`config.mk`:
```
export PLATFORM = sky130hd
export DESIGN_NAME = e203_exu_flush_sched
export DESIGN_NICKNAME = d
export VERILOG_FILES = /design/src/rtl/e203_exu_flush_sched.sv
export SDC_FILE = /design/constraint.sdc
export NUM_CORES = 1
export LEC_CHECK = 0
export ABC_AREA = 1
export CAP_MARGIN = 20
export CORE_AREA = 5 5 134 148
export CTS_CLUSTER_DIAMETER = 80
export CTS_CLUSTER_SIZE = 28
export DETAILED_ROUTE_END_ITERATION = 6
export DIE_AREA = 0 0 139 153
export DONT_BUFFER_PORTS = 1
export HOLD_SLACK_MARGIN = 0.05
export PLACE_DENSITY_LB_ADDON = 0.05
export SYNTH_ARGS = -nofsm -noshare
export SYNTH_HDL_FRONTEND = slang
export SYNTH_SLANG_ARGS = --single-unit
```
`constraint.sdc`:
```
create_clock -name clk -period 1.9 [get_ports clk]
set_input_delay 0.285 -clock clk [delete_from_list [all_inputs] [get_ports clk]]
set_output_delay 0.285 -clock clk [all_outputs]
set_load 0.01 [all_outputs]
```
`src/rtl/e203_exu_flush_sched.sv`:
```
// EXU flush scheduler: arbitrates branch-resolve and exception flushes onto the
// single IFU flush port, computes branch targets in a registered add stage.
module e203_exu_flush_sched #(
  parameter int PC_SIZE = 32,
  parameter int CNT_W   = 16
) (
  input  logic               clk,
  input  logic               rst,
  input  logic               brch_req_i,
  input  logic [PC_SIZE-1:0] brch_op1_i,
  input  logic [PC_SIZE-1:0] brch_op2_i,
  input  logic [1:0]         brch_kind_i,
  output logic               brch_ack_o,
  input  logic               excp_req_i,
  input  logic [PC_SIZE-1:0] excp_pc_i,
  output logic               excp_ack_o,
  output logic               ifu_flush_req_o,
  output logic [PC_SIZE-1:0] ifu_flush_pc_o,
  output logic               ifu_flush_src_o,
  input  logic               ifu_flush_ack_i,
  output logic               cmt_mret_ena_o,
  output logic               cmt_dret_ena_o,
  output logic               cmt_fencei_ena_o,
  input  logic               cnt_clr_i,
  output logic [CNT_W-1:0]   brch_flush_cnt_o,
  output logic [CNT_W-1:0]   excp_flush_cnt_o,
  output logic               busy_o
);

  typedef enum logic [1:0] {
    ST_IDLE  = 2'd0,
    ST_CALC  = 2'd1,
    ST_REQ   = 2'd2,
    ST_DRAIN = 2'd3
  } state_e;

  localparam logic [1:0]       KIND_FENCEI = 2'd1;
  localparam logic [1:0]       KIND_MRET   = 2'd2;
  localparam logic [1:0]       KIND_DRET   = 2'd3;
  localparam logic [CNT_W-1:0] CNT_MAX     = {CNT_W{1'b1}};
  localparam logic [CNT_W-1:0] CNT_ONE     = {{(CNT_W-1){1'b0}}, 1'b1};

  state_e             state_q, state_d;
  logic [PC_SIZE-1:0] pc_q, pc_d;
  logic [PC_SIZE-1:0] op1_q, op1_d;
  logic [PC_SIZE-1:0] op2_q, op2_d;
  logic [1:0]         kind_q, kind_d;
  logic               src_q, src_d;
  logic [CNT_W-1:0]   brch_cnt_q, brch_cnt_d;
  logic [CNT_W-1:0]   excp_cnt_q, excp_cnt_d;

  logic               hs_s;
  logic               brch_hs_s;
  logic               excp_hs_s;
  logic [PC_SIZE-1:0] tgt_sum_s;

  // Handshake is suppressed while reset is asserted so a reset mid-REQ never acks.
  assign hs_s      = (state_q == ST_REQ) & ifu_flush_ack_i & ~rst;
  assign brch_hs_s = hs_s & ~src_q;
  assign excp_hs_s = hs_s &  src_q;
  assign tgt_sum_s = op1_q + op2_q;

  always_comb begin
    state_d = state_q;
    pc_d    = pc_q;
    op1_d   = op1_q;
    op2_d   = op2_q;
    kind_d  = kind_q;
    src_d   = src_q;
    case (state_q)
      ST_IDLE: begin
        if (excp_req_i) begin
          pc_d    = excp_pc_i;
          src_d   = 1'b1;
          state_d = ST_REQ;
        end else if (brch_req_i) begin
          op1_d   = brch_op1_i;
          op2_d   = brch_op2_i;
          kind_d  = brch_kind_i;
          src_d   = 1'b0;
          state_d = ST_CALC;
        end else begin
          state_d = ST_IDLE;
        end
      end
      ST_CALC: begin
        // An exception arriving during the add stage kills the branch outright.
        if (excp_req_i) begin
          pc_d  = excp_pc_i;
          src_d = 1'b1;
        end else begin
          pc_d  = tgt_sum_s;
        end
        state_d = ST_REQ;
      end
      ST_REQ: begin
        if (ifu_flush_ack_i) begin
          state_d = ST_DRAIN;
        end else if (excp_req_i && !src_q) begin
          pc_d  = excp_pc_i;
          src_d = 1'b1;
        end else begin
          state_d = ST_REQ;
        end
      end
      ST_DRAIN: begin
        state_d = ST_IDLE;
      end
      default: begin
        state_d = ST_IDLE;
      end
    endcase
  end

  always_comb begin
    brch_cnt_d = brch_cnt_q;
    excp_cnt_d = excp_cnt_q;
    if (cnt_clr_i) begin
      brch_cnt_d = '0;
      excp_cnt_d = '0;
    end else begin
      if (brch_hs_s && (brch_cnt_q != CNT_MAX)) begin
        brch_cnt_d = brch_cnt_q + CNT_ONE;
      end
      if (excp_hs_s && (excp_cnt_q != CNT_MAX)) begin
        excp_cnt_d = excp_cnt_q + CNT_ONE;
      end
    end
  end

  always_ff @(posedge clk) begin
    if (rst) begin
      state_q    <= ST_IDLE;
      pc_q       <= '0;
      op1_q      <= '0;
      op2_q      <= '0;
      kind_q     <= 2'd0;
      src_q      <= 1'b0;
      brch_cnt_q <= '0;
      excp_cnt_q <= '0;
    end else begin
      state_q    <= state_d;
      pc_q       <= pc_d;
      op1_q      <= op1_d;
      op2_q      <= op2_d;
      kind_q     <= kind_d;
      src_q      <= src_d;
      brch_cnt_q <= brch_cnt_d;
      excp_cnt_q <= excp_cnt_d;
    end
  end

  assign ifu_flush_req_o  = (state_q == ST_REQ);
  assign ifu_flush_pc_o   = pc_q;
  assign ifu_flush_src_o  = src_q;
  assign brch_ack_o       = brch_hs_s;
  assign excp_ack_o       = excp_hs_s;
  assign cmt_fencei_ena_o = brch_hs_s & (kind_q == KIND_FENCEI);
  assign cmt_mret_ena_o   = brch_hs_s & (kind_q == KIND_MRET);
  assign cmt_dret_ena_o   = brch_hs_s & (kind_q == KIND_DRET);
  assign brch_flush_cnt_o = brch_cnt_q;
  assign excp_flush_cnt_o = excp_cnt_q;
  assign busy_o           = (state_q != ST_IDLE);

endmodule

```
==> results of run 1 <==
final cells by class:
| type | count | area share |
|---|---|---|
| flip-flops and latches | 133 | 0.256 |
| repair buffers | 134 | 0.118 |
| multi-input cells | 924 | 0.483 |
| diodes | 1 | 0.000239 |
| inverters | 161 | 0.0580 |
| well taps | 243 | 0.0291 |
| clock inverters | 11 | 0.0121 |
| clock buffers | 20 | 0.0436 |
flip-flops by register name, summed over array words and instances, names as in the netlist:
signal,cells
ifu_flush_pc_o,32
op1_q,32
op2_q,32
brch_flush_cnt_o,16
excp_flush_cnt_o,16
kind_q,2
state_q,2
ifu_flush_src_o,1
cell usage after synthesis, types with 4 or more instances:
library cell,n,area share
nand3_1,126,0.079
inv_2,7,0.0033
nand4_1,6,0.0047
or2_2,6,0.0047
nor2_1,106,0.050
nand2_1,374,0.18
nor4_1,5,0.0039
inv_1,154,0.072
nor3_1,18,0.011
buf_2,8,0.0050
ha_1,37,0.058
dfxtp_1,133,0.33
o21ai_0,36,0.022
buf_1,6,0.0028
xnor2_1,5,0.0055
a21oi_1,154,0.096
xor2_1,8,0.0087
clkbuf_1,33,0.015
o21bai_1,4,0.0037
path summary, 6_finish.rpt:
kind	slack, ps	from	endpoint
setup / recovery	30	state_q[0]	cmt_fencei_ena_o
hold / removal	60	brch_op1_i[10]	op1_q[10]
setup reg to reg	90	op2_q[5]	ifu_flush_pc_o[23]
hold reg to reg	470	op2_q[29]	op2_q[29]
power by group through the flow:
stage               combinational (W)  clock, W  sequential, W
floorplan                    0.000765         0        0.00319
global placement              0.00102         0        0.00322
detailed placement            0.00102         0        0.00322
CTS                           0.00122   0.00337        0.00317
global route                  0.00145   0.00350        0.00321
finish                        0.00130   0.00329        0.00318
metrics by stage:
step | power, W | hold WS, ps | worst slack [ps] | instance area, um^2
floorplan | 0.00395 | 444 | 79.3 | 8010
global route | 0.00816 | 52.5 | -88.7 | 10500
global placement | 0.00424 | 374 | -37.5 | 8670
detailed placement | 0.00424 | 376 | -94.0 | 8670
CTS | 0.00775 | 50.5 | -20.7 | 10000
finish | 0.00777 | 60.6 | 29.0 | 10500
worst max-delay path, delay by kind of cell (launching register included):
kind | cells | cell delay (ps)
DFF | 1 | 320
buffers and inverters | 4 | 350
and+or+nand+nor | 4 | 360
adders and majority gates | 1 | 150
what timing repair did:
| action | CTS | global route |
|---|---|---|
| pin swaps | 1 | 10 |
| setup endpoints to repair | 10 | 40 |
| gates resized for setup | 14 | 102 |
| hold endpoints to repair | 83 | 3 |
| hold buffers | 64 | 2 |
| setup buffers | 1 | 1 |
routing by layer:
layer | global-route usage | routed length (um) | vias to the layer above
met5 | 0 | 0 | -
met4 | 0.0466 | 250 | 0
met3 | 0.0722 | 1740 | 24
met2 | 0.362 | 11300 | 205
met1 | 0.290 | 11200 | 3706
li1 | - | - | 4283
cell usage in the layout, fill, tap and decap left out, types with 3 or more instances in the layout:
| master | count |
|---|---|
| nand3_1 | 116 |
| inv_2 | 8 |
| buf_4 | 65 |
| nor4_1 | 5 |
| nor3b_2 | 3 |
| nor3_1 | 14 |
| xnor2_1 | 5 |
| nand2_1 | 352 |
| a21o_1 | 3 |
| or2_2 | 6 |
| clkinvlp_4 | 4 |
| a21oi_1 | 146 |
| nor3_2 | 5 |
| dfxtp_2 | 13 |
| xor2_1 | 8 |
| dfxtp_1 | 120 |
| nor2_2 | 14 |
| dlygate4sd3_1 | 64 |
| ha_4 | 19 |
| nor2_1 | 92 |
| nand4_1 | 6 |
| o21ai_1 | 3 |
| o21ai_0 | 36 |
| clkbuf_16 | 17 |
| buf_12 | 4 |
| nand2_2 | 24 |
| nand3_2 | 11 |
| ha_1 | 9 |
| nand2_4 | 3 |
| a21oi_2 | 10 |
| o21bai_1 | 3 |
| nor2_4 | 6 |
| ha_2 | 9 |
| inv_1 | 152 |
cells by family (layout without fill, tap and decap cells):
family / Yosys count / after routing / synth area share
other: 0 / 1 / 0
and+or+nand+nor: 664 / 664 / 0.357
xor gates and xnor gates: 13 / 13 / 0.0142
buffers and inverters: 208 / 326 / 0.0987
adders and majority gates: 38 / 38 / 0.0603
AOI/OAI and AO/OA: 209 / 209 / 0.137
DFF: 133 / 133 / 0.332
==> impl_metrics.py, run 1 <==
metrics = {
    "timing": {
        "max_freq_mhz": 534,
        "rsz0062_at_grt": "yes",
        "max_slew_margin": 0.579,
        "finalClockSkew_ps": 8.40,
        "tns_ps": 0,
        "setup_viol": 0,
        "post-route-min-period_ps": 1870,
        "period_share": 0.985,
        "hold_violations": 0,
        "worst_slew_pin_slew_ps": 631,
        "slew_viol_final": 0,
    },
    "synthesis": {
        "synth_area_per_cell_um2": 6.34,
        "synth-edff-count": 0,
        "ys_warn_count": 0,
        "syn-cell-area_mm2": 0.00801,
        "synth_fp_nets": 1407,
        "seq_area_frac_synth": 0.332,
        "ys.flop_type": "dfxtp_1",
        "async_flop_share": 0,
        "syn_inst": 1265,
        "synth_cell_types": 39,
        "ys_seq_elements": 133,
    },
    "finish": {
        "fin_util": 0.574,
        "multi_input_area_mm2": 0.00505,
        "layout-drive-gt1-share": 0.174,
        "fillers": 1828,
        "area_growth_pct": 30.6,
        "ff_latch_area_mm2": 0.00268,
        "finalNonFillerCells": 1627,
        "fin_nets": 1513,
    },
    "power": {
        "power_density_mw_per_mm2": 743,
        "pwr-share-seq": 0.410,
        "clkPwrFrac": 0.424,
        "leakage_nw": 4.48,
        "power.switching_w": 0.00223,
        "swShare": 0.287,
        "intPower_w": 0.00554,
        "p_comb_frac": 0.167,
        "ir_drop_uv": 585,
    },
    "route": {
        "finalWirelength_mm": 24.5,
        "wl_per_cell_um": 15.1,
        "viasPerCell": 5.05,
        "dr.pass1.iters": 5,
        "num_vias": 8218,
        "drt_iter0_markers": 404,
        "drt.antenna.violating_nets": 0,
        "drc": 0,
    },
    "floorplan": {
        "die_h_um": 153,
        "dieArea_mm2": 0.0213,
        "num_rows": 52,
        "ios": 176,
        "die_w_um": 139,
        "coreArea_mm2": 0.0182,
        "start_util": 0.440,
    },
    "hold_path": {
        "hold_path_class": "input port to register",
        "hold_depth": 2,
    },
    "clock_network": {
        "cts.clk_slew.worst_paths_ps": 60,
        "clock_path_buffers": 2,
        "cts_max_level": 4,
        "clkSinkCount": 133,
        "cts_tree": "done",
        "cts_buffers": 17,
        "cts-root-buf": "clkbuf_16",
        "insertion_delay_ps": 420,
    },
    "global_routing": {
        "antenna_found_initial": 1,
        "grt_max_degree": 82,
        "grt_pass1_wl_mm": 39.1,
        "first_global_vias": 7764,
        "grt-ovfl-total": 0,
        "grt_use_total": 0.222,
    },
    "worst_setup_path": {
        "crit_chain": "inv_2 -> ha_4 -> nand2_4 -> nor2_4 -> inv_2 -> nor2_4 -> inv_2 -> nor3_2 -> buf_4",
        "crit_type": "register to output port",
        "critPathMaxFanout": 3,
        "cp.arrival_ps": 1590,
        "crit_path_frequent_cell": "inv_2",
        "reg2reg_depth": 12,
        "crit_path_max_incr_delay_ps": 320,
        "worstPathRequired_ps": 1620,
        "startpoint_type": "register",
        "end_kind": "output port",
        "slowest_stage": "dfxtp_2",
    },
    "placement": {
        "hpwl_mm": 17.6,
        "gp_congestion": 0.889,
        "dp.cells": 1527,
        "port_buffers": 0,
    },
    "run": {
        "drv_cap": 0,
    },
    "status": {
        "status": "finished clean",
    },
}
(Power assumes the default switching activity.)
==> inputs of run 2 (changes only) <==
MAX_ROUTING_LAYER = met4   (was unset)
==> run 2 against run 1 <==
Critical path depth unchanged. Die area unchanged. Sequential power is essentially flat. Clock power barely moved. Setup slack improved by 4.4 ps. Clock-buffer cell count unchanged. Critical path type unchanged. Critical endpoint unchanged. Largest power group unchanged. Highest routed layer unchanged.
==> impl_metrics.py, run 2 (same netlist as run 1, synthesis figures left out) <==
metrics = {
    "clock_network": {
        "cts_buffers": 17,
        "cts-root-buf": "clkbuf_16",
        "clkSinkCount": 133,
        "cts_max_level": 4,
        "cts.clk_slew.worst_paths_ps": 60,
        "cts_tree": "done",
        "insertion_delay_ps": 420,
        "clock_path_buffers": 2,
    },
    "route": {
        "drt.antenna.violating_nets": 0,
        "drc": 0,
        "num_vias": 8192,
        "drt_iter0_markers": 442,
        "viasPerCell": 5.04,
        "finalWirelength_mm": 24.5,
        "dr.pass1.iters": 5,
        "wl_per_cell_um": 15.1,
    },
    "timing": {
        "finalClockSkew_ps": 8.97,
        "worst_slew_pin_slew_ps": 621,
        "post-route-min-period_ps": 1870,
        "max_slew_margin": 0.585,
        "tns_ps": 0,
        "rsz0062_at_grt": "yes",
        "setup_viol": 0,
        "slew_viol_final": 0,
        "max_freq_mhz": 536,
        "fin_ws_ps": 33.4,
        "hold_violations": 0,
        "period_share": 0.982,
    },
    "worst_setup_path": {
        "startpoint_type": "register",
        "cp.arrival_ps": 1580,
        "worstPathRequired_ps": 1620,
        "r2r_slack_ps": 90,
        "crit_path_end": "cmt_fencei_ena_o",
        "crit_type": "register to output port",
        "critPathMaxFanout": 3,
        "r2r_end": "ifu_flush_pc_o[14]",
        "reg2reg_depth": 9,
        "critPathLaunch": "state_q[0]",
        "timing.rr.start": "op1_q[0]",
        "end_kind": "output port",
    },
    "run": {
        "drv_cap": 0,
    },
    "power": {
        "swShare": 0.287,
        "clkPwrFrac": 0.424,
        "ir_drop_uv": 583,
        "power_density_mw_per_mm2": 744,
        "power.switching_w": 0.00223,
        "p_comb_frac": 0.166,
        "leakage_nw": 4.47,
        "pwr-share-seq": 0.410,
        "intPower_w": 0.00554,
    },
    "placement": {
        "pre_cts_ws_ps": -94.0,
        "hpwl_mm": 17.6,
        "postPlaceCellArea_mm2": 0.00867,
        "port_buffers": 0,
        "gp_congestion": 0.904,
        "dp.cells": 1527,
    },
    "hold_path": {
        "min-delay-start": "brch_op1_i[10]",
        "hold_path_class": "input port to register",
    },
    "floorplan": {
        "dieArea_mm2": 0.0213,
        "num_rows": 52,
        "start_util": 0.440,
        "coreArea_mm2": 0.0182,
        "die_h_um": 153,
        "ios": 176,
        "die_w_um": 139,
    },
    "finish": {
        "final_common_cell": "nand2_1",
        "layout-drive-gt1-share": 0.175,
        "finalNonFillerCells": 1626,
        "finalInstanceArea_mm2": 0.0104,
        "area_growth_pct": 30.3,
        "fin_util": 0.573,
        "layout_common_cells": "nand2_1, inv_1, a21oi_1",
        "fin_nets": 1512,
    },
    "global_routing": {
        "grt-ovfl-total": 0,
        "grt_pass1_wl_mm": 39.0,
        "first_global_vias": 7789,
        "antenna_found_initial": 1,
        "grt_max_degree": 82,
        "grt_use_total": 0.228,
    },
    "status": {
        "status": "finished clean",
    },
}
## run 2: changes by cell type in the layout (fill, tap and decap cells not counted), sizes merged
| cell | change |
|---|---|
| dlygate4sd3 | -1 |
## run 2: power groups by stage
stage / clock network, W / logic, W / registers [W]
floorplan: 0 / 0.000765 / 0.00319
global placement: 0 / 0.00102 / 0.00322
detailed placement: 0 / 0.00102 / 0.00322
CTS: 0.00337 / 0.00122 / 0.00317
global route: 0.00349 / 0.00144 / 0.00321
finish: 0.00329 / 0.00129 / 0.00318
## run 2: worst min path at each step
stage                     end  slack (ps)  depth (start not counted)
CTS                 op1_q[26]          50                          2
global route        op2_q[23]          50                          2
detailed placement  op2_q[14]         380                          1
global placement    op2_q[13]         370                          1
floorplan           op2_q[22]         440                          2
finish              op1_q[10]          60                          2
## run 2: layer usage
layer / up-vias / part of all wire / GRT usage
met1: 3690 / 0.47 / 0.296
met4: 0 / 0.011 / 0.0466
met3: 25 / 0.062 / 0.0603
li1: 4278 / - / -
met2: 199 / 0.46 / 0.362
met5: - / 0 / -
## run 2: repair_timing
item / CTS / global route
pin swaps: 1 / 8
hold buffers: 64 / 1
resized for setup: 14 / 102
hold endpoints to repair: 83 / 2
endpoints found under the setup margin: 10 / 40
buffers inserted: 1 / 1
## run 2: stage by stage
stage	hold WS [ps]	power, W
floorplan	444	0.00395
global placement	374	0.00424
detailed placement	376	0.00424
CTS	50.5	0.00775
global route	50.2	0.00814
finish	61.8	0.00776
## run 2: cell type report
type                            instances  area [um^2]
Fill cell                            1833         7770
Multi-Input combinational cell        924         5040
Sequential cell                       133         2680
Timing Repair Buffer                  133         1230
Inverter                              161          607
Clock buffer                           20          457
Tap cell                              243          304
Clock inverter                         11          126
Antenna cell                            1         2.50
## run 2: critical path, cell delays in order, from the launching register on
cell	delay (ps)
dfxtp_2	320
inv_2	80
ha_4	150
nand2_4	60
nor2_4	80
inv_2	60
nor2_4	110
inv_2	70
nor3_2	110
buf_4	140
==> inputs of run 3 (changes only) <==
CORE_AREA = 2 2 131 145   (was 5 5 134 148)
DIE_AREA = 0 0 133 147   (was 0 0 139 153)
clock period = 1.5 ns   (was 1.9 ns; I/O delays follow)
==> run 3 against run 2 <==
The flow now finishes with violations (hold timing, setup timing). Global-route usage rose by 4.7 points. Die area down 8.1%. Setup slack got worse by 400 ps. Critical endpoint is now cmt_dret_ena_o. Largest cell class unchanged.
==> impl_metrics.py, run 3 (same netlist as run 1, synthesis figures left out) <==
metrics = {
    "clock_network": {
        "cts_max_level": 4,
        "cts_buffers": 17,
        "cts.clk_slew.worst_paths_ps": 60,
        "clkSinkCount": 133,
        "insertion_delay_ps": 430,
        "cts-root-buf": "clkbuf_16",
        "clock_path_buffers": 2,
        "cts_tree": "done",
        "cts_hold_buf": 20,
    },
    "worst_setup_path": {
        "timing.rr.start": "op2_q[0]",
        "critPathLaunch": "state_q[0]",
        "crit_type": "register to output port",
        "startpoint_type": "register",
        "end_kind": "output port",
        "worstPathRequired_ps": 1270,
        "cp.arrival_ps": 1650,
        "critPathMaxFanout": 3,
        "r2r_slack_ps": -370,
    },
    "route": {
        "drt_iter0_markers": 480,
        "num_vias": 8833,
        "drt.antenna.violating_nets": 0,
        "wl_per_cell_um": 16.4,
        "drc": 0,
        "dr.pass1.iters": 5,
        "viasPerCell": 5.16,
        "finalWirelength_mm": 28.1,
    },
    "power": {
        "leakage_nw": 5.53,
        "power_density_mw_per_mm2": 855,
        "ir_drop_uv": 802,
    },
    "placement": {
        "port_buffers": 0,
        "postPlaceCellArea_mm2": 0.00970,
        "gp_congestion": 0.923,
        "hpwl_mm": 18.0,
    },
    "finish": {
        "fin_nets": 1599,
        "fillers": 1492,
        "layout-drive-gt1-share": 0.418,
        "finalInstanceArea_mm2": 0.0128,
        "layout_common_cells": "nand2_1, inv_1, buf_4",
        "multi_input_area_mm2": 0.00624,
        "ff_latch_area_mm2": 0.00274,
        "final_common_cell": "nand2_1",
        "antenna_cells": 0,
        "area_growth_pct": 59.5,
    },
    "global_routing": {
        "grt-ovfl-total": 0,
        "grt_pass1_wl_mm": 42.1,
        "grt_use_total": 0.276,
        "grt_max_degree": 85,
        "first_global_vias": 8500,
        "antenna_found_initial": 0,
    },
    "floorplan": {
        "coreArea_mm2": 0.0182,
        "die_h_um": 147,
        "dieArea_mm2": 0.0196,
        "ios": 176,
        "num_rows": 52,
        "die_w_um": 133,
        "start_util": 0.441,
    },
    "run": {
        "drv_cap": 0,
    },
    "timing": {
        "period_share": 1.25,
        "finalClockSkew_ps": 8.04,
        "tns_ps": -21850,
        "worst_slew_pin_slew_ps": 671,
        "post-route-min-period_ps": 1870,
        "max_slew_margin": 0.552,
        "slew_viol_final": 0,
        "setup_viol": 139,
        "max_freq_mhz": 534,
        "whs_ps": -144,
        "fin_ws_ps": -371,
        "hold_violations": 81,
        "rsz0062_at_grt": "yes",
    },
    "status": {
        "violations": "hold timing, setup timing",
        "status": "finished with violations",
    },
    "hold_path": {
        "min-delay-start": "rst",
        "hold_path_class": "input port to register",
    },
}
==> run 3: changes by cell type in the layout (fill, tap and decap cells not counted), moves of 35 or more <==
cell           change
nand2_1           -75
buf_4             +62
nand2_2           +52
dlygate4sd3_1     -43
dfxtp_1           -41
dfxtp_2           +38
buf_6             +37
a21oi_1           -35
==> run 3: area by class of cell <==
type | instances | area share
multi-input cells | 926 | 0.488
flip-flops and latches | 133 | 0.214
repair buffers | 215 | 0.177
inverters | 161 | 0.0494
clock buffers | 22 | 0.0379
well taps | 243 | 0.0238
clock inverters | 10 | 0.00754
repair inverters | 3 | 0.00264
==> run 3: critical path: stages, from the launching register on <==
cell	delay (ps)
dfxtp_2	320
inv_2	70
ha_4	140
nand2_4	50
nor2_4	70
inv_2	50
nor2_4	100
buf_6	130
inv_6	40
nor3_4	110
buf_6	120
==> run 3: worst paths after layout <==
| path | to | depth (start not counted) |
|---|---|---|
| worst max-delay path | cmt_dret_ena_o | 10 |
| worst min-delay path | state_q[0] | 1 |
| worst max register to register | ifu_flush_pc_o[12] | 9 |
| worst min register to register | op1_q[28] | 2 |
==> run 3: per-stage QoR <==
stage               std cells  worst slack [ps]  total power [W]  hold WS (ps)   util
floorplan                1265              -168          0.00515           383      -
finish                   1713              -371           0.0109          -144  0.704
global placement         1598              -352          0.00565           303  0.535
CTS                      1683              -436           0.0104          -151  0.643
detailed placement       1598              -355          0.00566           304  0.535
global route             1713              -455           0.0114          -142  0.704
==> run 3: layer usage <==
metal  GRT usage  part of all wire  wire [um]
met1       0.331              0.42      11900
met2       0.440              0.47      13300
met3      0.0883             0.077       2160
met4      0.0892             0.026        717
met5           -                 0          0
==> run 3: where the power goes <==
group	internal (W)	switching [W]
sequential	0.00379	0.000280
clock	0.00246	0.00169
combinational	0.00137	0.00134
==> run 3: repair_timing <==
| item | in CTS | in global routing |
|---|---|---|
| endpoints found under the hold margin | 101 | 81 |
| endpoints found under the setup margin | 137 | 139 |
| resized for setup | 252 | 189 |
| buffers inserted | 27 | 22 |
| gates cloned | 8 | 13 |
| pin swaps | 76 | 83 |
